## config.mk

```make
export PLATFORM = sky130hd
export DESIGN_NAME = fe_redirect_ctrl
export DESIGN_NICKNAME = d
export VERILOG_FILES = /design/src/rtl/fe_redirect_ctrl.sv
export SDC_FILE = /design/constraint.sdc
export NUM_CORES = 1
export LEC_CHECK = 0
export BUFFER_PORTS_ARGS = -buffer_cell sky130_fd_sc_hd__buf_4
export CELL_PAD_IN_SITES_DETAIL_PLACEMENT = 0
export CELL_PAD_IN_SITES_GLOBAL_PLACEMENT = 2
export CORE_MARGIN = 5
export CORE_UTILIZATION = 32
export CTS_CLUSTER_DIAMETER = 80
export CTS_CLUSTER_SIZE = 24
export DETAILED_ROUTE_END_ITERATION = 12
export PLACE_DENSITY_LB_ADDON = 0.1
export SYNTH_ARGS = -nofsm -noshare
export SYNTH_HDL_FRONTEND = slang
export SYNTH_SLANG_ARGS = --single-unit
export TNS_END_PERCENT = 1
```

## constraint.sdc

```tcl
create_clock -name clk -period 7.9 [get_ports clk]
set_input_delay 1.58 -clock clk [delete_from_list [all_inputs] [get_ports clk]]
set_output_delay 1.58 -clock clk [all_outputs]
set_load 0.05 [all_outputs]
```

## src/rtl/fe_redirect_ctrl.sv

```systemverilog
// Front-end redirect sequencer: picks one of exception/branch/jump redirect
// requests and walks the front end through flush, PC redirect and refill.
module fe_redirect_ctrl #(
    parameter int PC_WIDTH     = 32,
    parameter int FLUSH_CYCLES = 2,
    parameter int CNT_WIDTH    = 16
) (
    input  logic                 clk,
    input  logic                 rst,
    input  logic                 exc_req,
    input  logic [PC_WIDTH-1:0]  exc_pc,
    input  logic                 br_req,
    input  logic [PC_WIDTH-1:0]  br_pc,
    input  logic                 jmp_req,
    input  logic [PC_WIDTH-1:0]  jmp_pc,
    input  logic                 hold,
    input  logic                 if_wr,
    output logic                 exc_ack,
    output logic                 br_ack,
    output logic                 jmp_ack,
    output logic                 flush,
    output logic                 fe_stall,
    output logic                 branch_out,
    output logic                 jump_out,
    output logic                 exception_out,
    output logic [PC_WIDTH-1:0]  pc_override,
    output logic                 busy,
    output logic [CNT_WIDTH-1:0] redirect_cnt
);

    localparam int FC_W = (FLUSH_CYCLES > 1) ? $clog2(FLUSH_CYCLES) : 1;
    localparam logic [FC_W-1:0] FC_LOAD = FC_W'(FLUSH_CYCLES - 1);

    typedef enum logic [1:0] {
        ST_IDLE     = 2'd0,
        ST_FLUSH    = 2'd1,
        ST_REDIRECT = 2'd2,
        ST_REFILL   = 2'd3
    } state_t;

    typedef enum logic [1:0] {
        K_EXC = 2'd0,
        K_BR  = 2'd1,
        K_JMP = 2'd2
    } kind_t;

    state_t                state_r, state_s;
    kind_t                 kind_r, kind_s;
    logic [PC_WIDTH-1:0]   pc_r, pc_s;
    logic [FC_W-1:0]       fcnt_r, fcnt_s;
    logic                  exc_ack_r, exc_ack_s;
    logic                  br_ack_r, br_ack_s;
    logic                  jmp_ack_r, jmp_ack_s;
    logic                  flush_r, flush_s;
    logic                  fe_stall_r, fe_stall_s;
    logic                  branch_r, branch_s;
    logic                  jump_r, jump_s;
    logic                  exception_r, exception_s;
    logic [PC_WIDTH-1:0]   pc_override_r, pc_override_s;
    logic                  busy_r, busy_s;
    logic [CNT_WIDTH-1:0]  redirect_cnt_r, redirect_cnt_s;

    // Next-state and next-output computation for the redirect sequence.
    always_comb begin
        state_s        = state_r;
        kind_s         = kind_r;
        pc_s           = pc_r;
        fcnt_s         = fcnt_r;
        exc_ack_s      = 1'b0;
        br_ack_s       = 1'b0;
        jmp_ack_s      = 1'b0;
        branch_s       = 1'b0;
        jump_s         = 1'b0;
        exception_s    = 1'b0;
        pc_override_s  = pc_override_r;
        redirect_cnt_s = redirect_cnt_r;

        case (state_r)
            ST_IDLE: begin
                if (exc_req) begin
                    state_s   = ST_FLUSH;
                    kind_s    = K_EXC;
                    pc_s      = exc_pc;
                    fcnt_s    = FC_LOAD;
                    exc_ack_s = 1'b1;
                end else if (br_req) begin
                    state_s   = ST_FLUSH;
                    kind_s    = K_BR;
                    pc_s      = br_pc;
                    fcnt_s    = FC_LOAD;
                    br_ack_s  = 1'b1;
                end else if (jmp_req) begin
                    state_s   = ST_FLUSH;
                    kind_s    = K_JMP;
                    pc_s      = jmp_pc;
                    fcnt_s    = FC_LOAD;
                    jmp_ack_s = 1'b1;
                end else begin
                    state_s = ST_IDLE;
                end
            end
            ST_FLUSH: begin
                // An exception replaces a pending branch/jump and restarts the flush window.
                if (exc_req && (kind_r != K_EXC)) begin
                    kind_s    = K_EXC;
                    pc_s      = exc_pc;
                    fcnt_s    = FC_LOAD;
                    exc_ack_s = 1'b1;
                end else if (fcnt_r == {FC_W{1'b0}}) begin
                    state_s = ST_REDIRECT;
                end else begin
                    fcnt_s = fcnt_r - FC_W'(1);
                end
            end
            ST_REDIRECT: begin
                if (hold) begin
                    state_s = ST_REDIRECT;
                end else begin
                    state_s       = ST_REFILL;
                    pc_override_s = pc_r;
                    case (kind_r)
                        K_EXC:   exception_s = 1'b1;
                        K_BR:    branch_s    = 1'b1;
                        K_JMP:   jump_s      = 1'b1;
                        default: exception_s = 1'b0;
                    endcase
                    if (redirect_cnt_r != {CNT_WIDTH{1'b1}}) begin
                        redirect_cnt_s = redirect_cnt_r + CNT_WIDTH'(1);
                    end else begin
                        redirect_cnt_s = redirect_cnt_r;
                    end
                end
            end
            ST_REFILL: begin
                if (exc_req) begin
                    state_s   = ST_FLUSH;
                    kind_s    = K_EXC;
                    pc_s      = exc_pc;
                    fcnt_s    = FC_LOAD;
                    exc_ack_s = 1'b1;
                end else if (if_wr) begin
                    state_s = ST_IDLE;
                end else begin
                    state_s = ST_REFILL;
                end
            end
            default: begin
                state_s = ST_IDLE;
            end
        endcase

        flush_s    = (state_s == ST_FLUSH);
        fe_stall_s = (state_s == ST_FLUSH) || (state_s == ST_REDIRECT);
        busy_s     = (state_s != ST_IDLE);
    end

    // State and registered-output update; reset aborts any sequence silently.
    always_ff @(posedge clk or posedge rst) begin
        if (rst) begin
            state_r        <= ST_IDLE;
            kind_r         <= K_EXC;
            pc_r           <= {PC_WIDTH{1'b0}};
            fcnt_r         <= {FC_W{1'b0}};
            exc_ack_r      <= 1'b0;
            br_ack_r       <= 1'b0;
            jmp_ack_r      <= 1'b0;
            flush_r        <= 1'b0;
            fe_stall_r     <= 1'b0;
            branch_r       <= 1'b0;
            jump_r         <= 1'b0;
            exception_r    <= 1'b0;
            pc_override_r  <= {PC_WIDTH{1'b0}};
            busy_r         <= 1'b0;
            redirect_cnt_r <= {CNT_WIDTH{1'b0}};
        end else begin
            state_r        <= state_s;
            kind_r         <= kind_s;
            pc_r           <= pc_s;
            fcnt_r         <= fcnt_s;
            exc_ack_r      <= exc_ack_s;
            br_ack_r       <= br_ack_s;
            jmp_ack_r      <= jmp_ack_s;
            flush_r        <= flush_s;
            fe_stall_r     <= fe_stall_s;
            branch_r       <= branch_s;
            jump_r         <= jump_s;
            exception_r    <= exception_s;
            pc_override_r  <= pc_override_s;
            busy_r         <= busy_s;
            redirect_cnt_r <= redirect_cnt_s;
        end
    end

    assign exc_ack       = exc_ack_r;
    assign br_ack        = br_ack_r;
    assign jmp_ack       = jmp_ack_r;
    assign flush         = flush_r;
    assign fe_stall      = fe_stall_r;
    assign branch_out    = branch_r;
    assign jump_out      = jump_r;
    assign exception_out = exception_r;
    assign pc_override   = pc_override_r;
    assign busy          = busy_r;
    assign redirect_cnt  = redirect_cnt_r;

endmodule

```

## Word level (Yosys, flattened, before mapping)

Index checks and enable logic that the tools add are counted.

- Add/subtract/negate cells: 2
- Reduce and logical (&&, ||, !) cells: 12
- Bitwise logic cells: 1
- Multiplexer cells: 47
- Equality and inequality tests: 11

Operators with widths:

| operator | number |
|---|---|
| $mux 32 | 5 |
| $pmux 32 s3 | 1 |
| $mux 1 | 28 |
| $mux 2 | 9 |
| $add 16x1->16 const B | 1 |
| $ne 16x16->1 const B | 1 |
| $eq 2x2->1 const B | 4 |
| $pmux 2 s4 | 1 |
| $eq 2x1->1 const B | 3 |
| $pmux 2 s3 | 1 |
| $reduce_and 3->1 | 2 |
| $logic_not 2->1 | 2 |
| $ne 2x2->1 const B | 2 |
| $ne 4x4->1 const B | 1 |
| $reduce_and 4->1 | 1 |
| $reduce_bool 2->1 | 2 |
| $pmux 1 s3 | 1 |
| $reduce_bool 3->1 | 1 |
| $pmux 1 s2 | 1 |
| $reduce_and 2->1 | 1 |
| $reduce_or 2->1 | 1 |
| $logic_and 1x1->1 | 1 |
| $logic_or 1x1->1 | 1 |
| $not 1->1 | 1 |
| $sub 1x1->1 const B | 1 |

- Word-level logic and storage cells: 88
- Output and inout port bits: 57
- Bits of input ports: 103
- Bits in registers: 94

## Logic depth before layout (Yosys ltp)

- Depth in word-level cells: 6
- Gate-level depth with buffers: 9
- Mapped depth without buffers: 7

## Worst setup path before layout

OpenSTA, ideal clock, no wires.

- Path kind: in2reg
- Start: input exc_req
- End: register fe_stall_r, in the netlist fe_stall
- Path buffers: 1
- Setup slack: 5,145 ps
- Cell stages on the path: 7
- Arrival time: 2,642 ps
- Data required time: 7,787 ps
- Library setup time: 113 ps
- Cell sequence: buf_2 o21a_1 o21ai_0 a211oi_1 or2_2 ha_1 inv_1

- Longest elaborated chain between the ends: 5
- Elaborated cells on any way between the ends: 8
- Those cells by class: eq/ne: 2; mux: 4; reduce/logical: 2

Ends and longest elaborated chain:

| item | RTL line | RTL |
|---|---|---|
| start, declared | 10 | `input logic exc_req,` |
| $logic_and 1x1->1 | 104 | `if (exc_req && (kind_r != K_EXC)) begin` |
| $mux 2 | 104 |  |
| $pmux 2 s4 (*) | 78 | `case (state_r)` |
| $eq 2x1->1 or $eq 2x2->1 (tied branches) | 153 | `fe_stall_s = (state_s == ST_FLUSH) \|\| (state_s == ST_REDIRECT);` |
| $logic_or 1x1->1 (*) | 153 |  |
| via fe_stall_s | 55 | `logic fe_stall_r, fe_stall_s;` |
| end signal, assigned | 184 | `fe_stall_r <= fe_stall_s;` |
| end, declared | 55 |  |

Mark *: on every way through the listed nets, which the timed path passes. The rest lies on a longest branch.
A chain may end at the register's enable or synchronous reset.

## Worst setup path in the final report

- Start: input br_req
- End: register kind_r[1]

- Longest elaborated chain between the ends: 3
- Elaborated cells on any way between the ends: 5
- Those cells by class: eq/ne: 1; mux: 3; reduce/logical: 1

Ends and longest elaborated chain:

| item | RTL line | RTL |
|---|---|---|
| start, declared | 12 | `input logic br_req,` |
| $mux 2 | 86 | `end else if (br_req) begin` |
| $mux 2 | 80 | `if (exc_req) begin` |
| $pmux 2 s3 | 78 |  |
| end signal, assigned | 177 | `kind_r <= kind_s;` |
| end, declared | 48 | `kind_t kind_r, kind_s;` |

Several ways; a longest one is shown, not always the timed one.

==> impl_metrics.toml <==
[power_and_ir_drop]
p_seq_share_pct = 32.5
total_power_mw = 2.34
p_switching_mw = 0.990
p_comb_share_pct = 47.6
cellPowerDensity_nw_per_um2 = 379
leakage_power_summed_over_all_cells_nw = 3.19
irDropWorstVdd_mv = 0.170
clock_power_share_pct = 19.9
internal_power_mw = 1.35
power.share.switching_pct = 42.3

[finish]
fin_util_pct = 44.4
layout_commonest_cell = "sky130_fd_sc_hd__buf_4"
final_area_um2 = 6170
area_growth_syn_to_layout_pct = 36.6
layout.cells.most_common_list = "sky130_fd_sc_hd__buf_4, sky130_fd_sc_hd__dfrtp_1, sky130_fd_sc_hd__nand2_1"
design.final.nets = 702
n_antenna_cell = 0
post_route_cells_drive_above_1_share_pct = 32.0

[placement]
post-dp-hpwl_mm = 8.17
gp_congestion = 0.746
placed_cell_area_um2 = 5850
placement.io_buffers = 159

[setup_path]
crit_required_ps = 8120
path_buf_inv = 2
worst-path-max-fanout = 38
worst_setup_path_start_kind = "input pin"
cpMostUsedCell = "sky130_fd_sc_hd__buf_4"
critical_path_cell_with_the_highest_stage_delay = "sky130_fd_sc_hd__buf_4"
crit_chain = "buf_4 > nor2_1 > a21oi_1 > a22o_2 > buf_4 > mux2_2"
critical_path.top_delay_family = "buffers and inverters"
path_class = "input pin to flop"
cpPeakStageDelay_ps = 510
critPathCaptureType = "flop"
critical_path_arrival_ps = 3520

[sta]
setup_violations = 0
fin_skew_ps = 4.96
timing.final.hold_violations = 0
period_needed_ps = 3300
final_min_period_over_clock_period_pct = 41.8
setup_total_negative_slack_ps = 0
fmax_mhz = 303
final-max-slew-violation-count = 0
rsz0062_at_grt = "false"
slew_headroom_pct = 38.5
worstMarginPinSlew_ps = 922

[clock_tree]
hold_bufs_inserted_after_cts = 0
longest_clk_path_bufs = 2
clock_latency_ps = 340
clk_transition_reported_paths_ps = 60
post_cts_setup_buffers = 0
ctsResizeCount = 0
clock_buffers_created_by_tritoncts = 9
clock_sinks = 94
ctsRootBufferMaster = "sky130_fd_sc_hd__clkbuf_16"
tritoncts = "built"
h_tree_depth = 3

[floorplanning]
die_y_um = 129
die_area_um2 = 16600
placeableCoreArea_um2 = 13900
dieWidth_um = 129
io_pins = 160
starting_density_of_the_core_pct = 32.5
row_count = 43

[grt]
grt.total_usage_pct = 13.7
residual_overflow_from_global_routing = 0
grt_first_pass_wirelength_mm = 17.9
first_global_vias = 3605
grt_start_max_net_pins = 74
grt_antenna_before_repair = 0

[drt]
route.final.wire_length_mm = 11.3
detail_route.vias_per_cell = 4.55
number_of_remaining_drc_errors = 0
wl_met1_mm = 4.88
drt_iter0_markers = 180
post_drt_wl_per_cell_um = 14.5
ant_nets = 0
total_via_count_after_detailed_routing = 3535
route.top_layer_used = "met4"
dr.pass1.iters = 4
met2_wirelength_mm = 5.34
routed-wl-met3_um = 942

[synth]
synth_seq_cells = 94
synth_simple_gate_area_share_pct = 11.7
synth_cell_type_count = 42
synth_compound_area_share_pct = 10.3
synthDominantAreaCellType = "sky130_fd_sc_hd__dfrtp_1"
syn_area_um2 = 4520
muxShareOfSynthArea_pct = 14.9
synth.area.top_cells = "sky130_fd_sc_hd__dfrtp_1, sky130_fd_sc_hd__mux2i_1, sky130_fd_sc_hd__o21ai_0"
gate_count_post_synth = 442
synth_seq_area_share_pct = 52.1
synth-edff-count = 0
count_of_yosys_warnings_during_synthesis = 0
synth_flop_cell = "sky130_fd_sc_hd__dfrtp_1"
asyncSetResetFlopFracSynth_pct = 100
combinational_family_with_the_most_area_after_synthesis = "multiplexers"
synthXorXnorAreaFrac_pct = 2.91
synthesis.nets = 552
synth_adder_area_share_pct = 1.94
synth_top_area_share_pct = 52.1
synth.avg_cell_area_um2 = 10.2

[outcome]
status = "finished clean"

[worst_hold_path]
worstHoldPathType = "flop to flop"

[flow_run]
max_cap_viol_count = 0
==> state kept, by name (all words and copies together), names as in the netlist <==
signal and flops:
branch_out 1, pc_r 32, kind_r 2, jmp_ack 1, pc_override 32, state_r 2
redirect_cnt 16, fcnt_r 1, flush 1, br_ack 1, exc_ack 1, jump_out 1
exception_out 1, busy 1, fe_stall 1
==> cell type report <==
class	count	area, um2
fill	1379	7710
sequential	94	2350
multi-input combinational	285	1900
timing repair buffer	163	1220
clock buffer	10	239
tap	180	225
inverter	39	149
clock inverter	6	83.8
==> logic make-up (layout without fill, tap and decap cells) <==
group	Yosys count	in the layout
simple gates	115	115
flops	94	94
compound gates	81	81
mux	67	67
buf+inv	63	218
xor+xnor	15	15
fa+ha+maj	7	7
==> layer usage <==
metal | track usage [%] | up-vias
met4 | 3.71 | 0
met1 | 16.9 | 1636
met2 | 22.0 | 101
li1 | - | 1789
met3 | 5.85 | 9
met5 | 0 | -
==> path summary, 6_finish.rpt <==
kind,from,endpoint,slack (ps),cells after the start
worst max register to register,state_r[1],pc_r[27],5540,7
max in group asynchronous,rst,pc_override[15],5500,3
worst max-delay path,br_req,kind_r[1],4600,6
worst min register to register,pc_override[19],pc_override[19],480,2
worst min-delay path,pc_override[19],pc_override[19],480,2
min in group asynchronous,rst,redirect_cnt[14],1190,2
==> through the flow <==
step                setup WS (ps)  cells  hold WS (ps)
finish                       4600    777           479
global placement             4270    761           464
global route                 4470    777           517
floorplan                    3870    442           484
CTS                          4580    777           489
detailed placement           4210    761           475
==> power groups by stage <==
stage	clock network, mW	logic [mW]	registers, mW
finish	0.466	1.11	0.761
global route	0.504	1.22	0.786
CTS	0.486	1.14	0.764
detailed placement	0	1.14	0.771
global placement	0	1.12	0.768
floorplan	0	0.503	1.09
==> synth_stat cells, drive strengths merged (2+ instances only) <==
master	count
xnor2	8
inv	39
nand3	2
buf	14
dfrtp	94
ha	7
a211oi	2
nor4	3
a22oi	2
and3	4
mux2	2
xor2	7
nor2	6
mux2i	65
nand2	77
o21ai	68
nand4	7
clkbuf	10
nor3	8
nand2b	2
==> worst reg2reg max path, cell delays in order, from the launching register on <==
cell,delay [ps]
sky130_fd_sc_hd__dfrtp_1,370
sky130_fd_sc_hd__inv_1,90
sky130_fd_sc_hd__ha_1,300
sky130_fd_sc_hd__nor3_2,580
sky130_fd_sc_hd__buf_4,520
sky130_fd_sc_hd__nand2_1,120
sky130_fd_sc_hd__o21ai_0,120
sky130_fd_sc_hd__mux2i_1,110
Power figures use the tool's default switching activity.
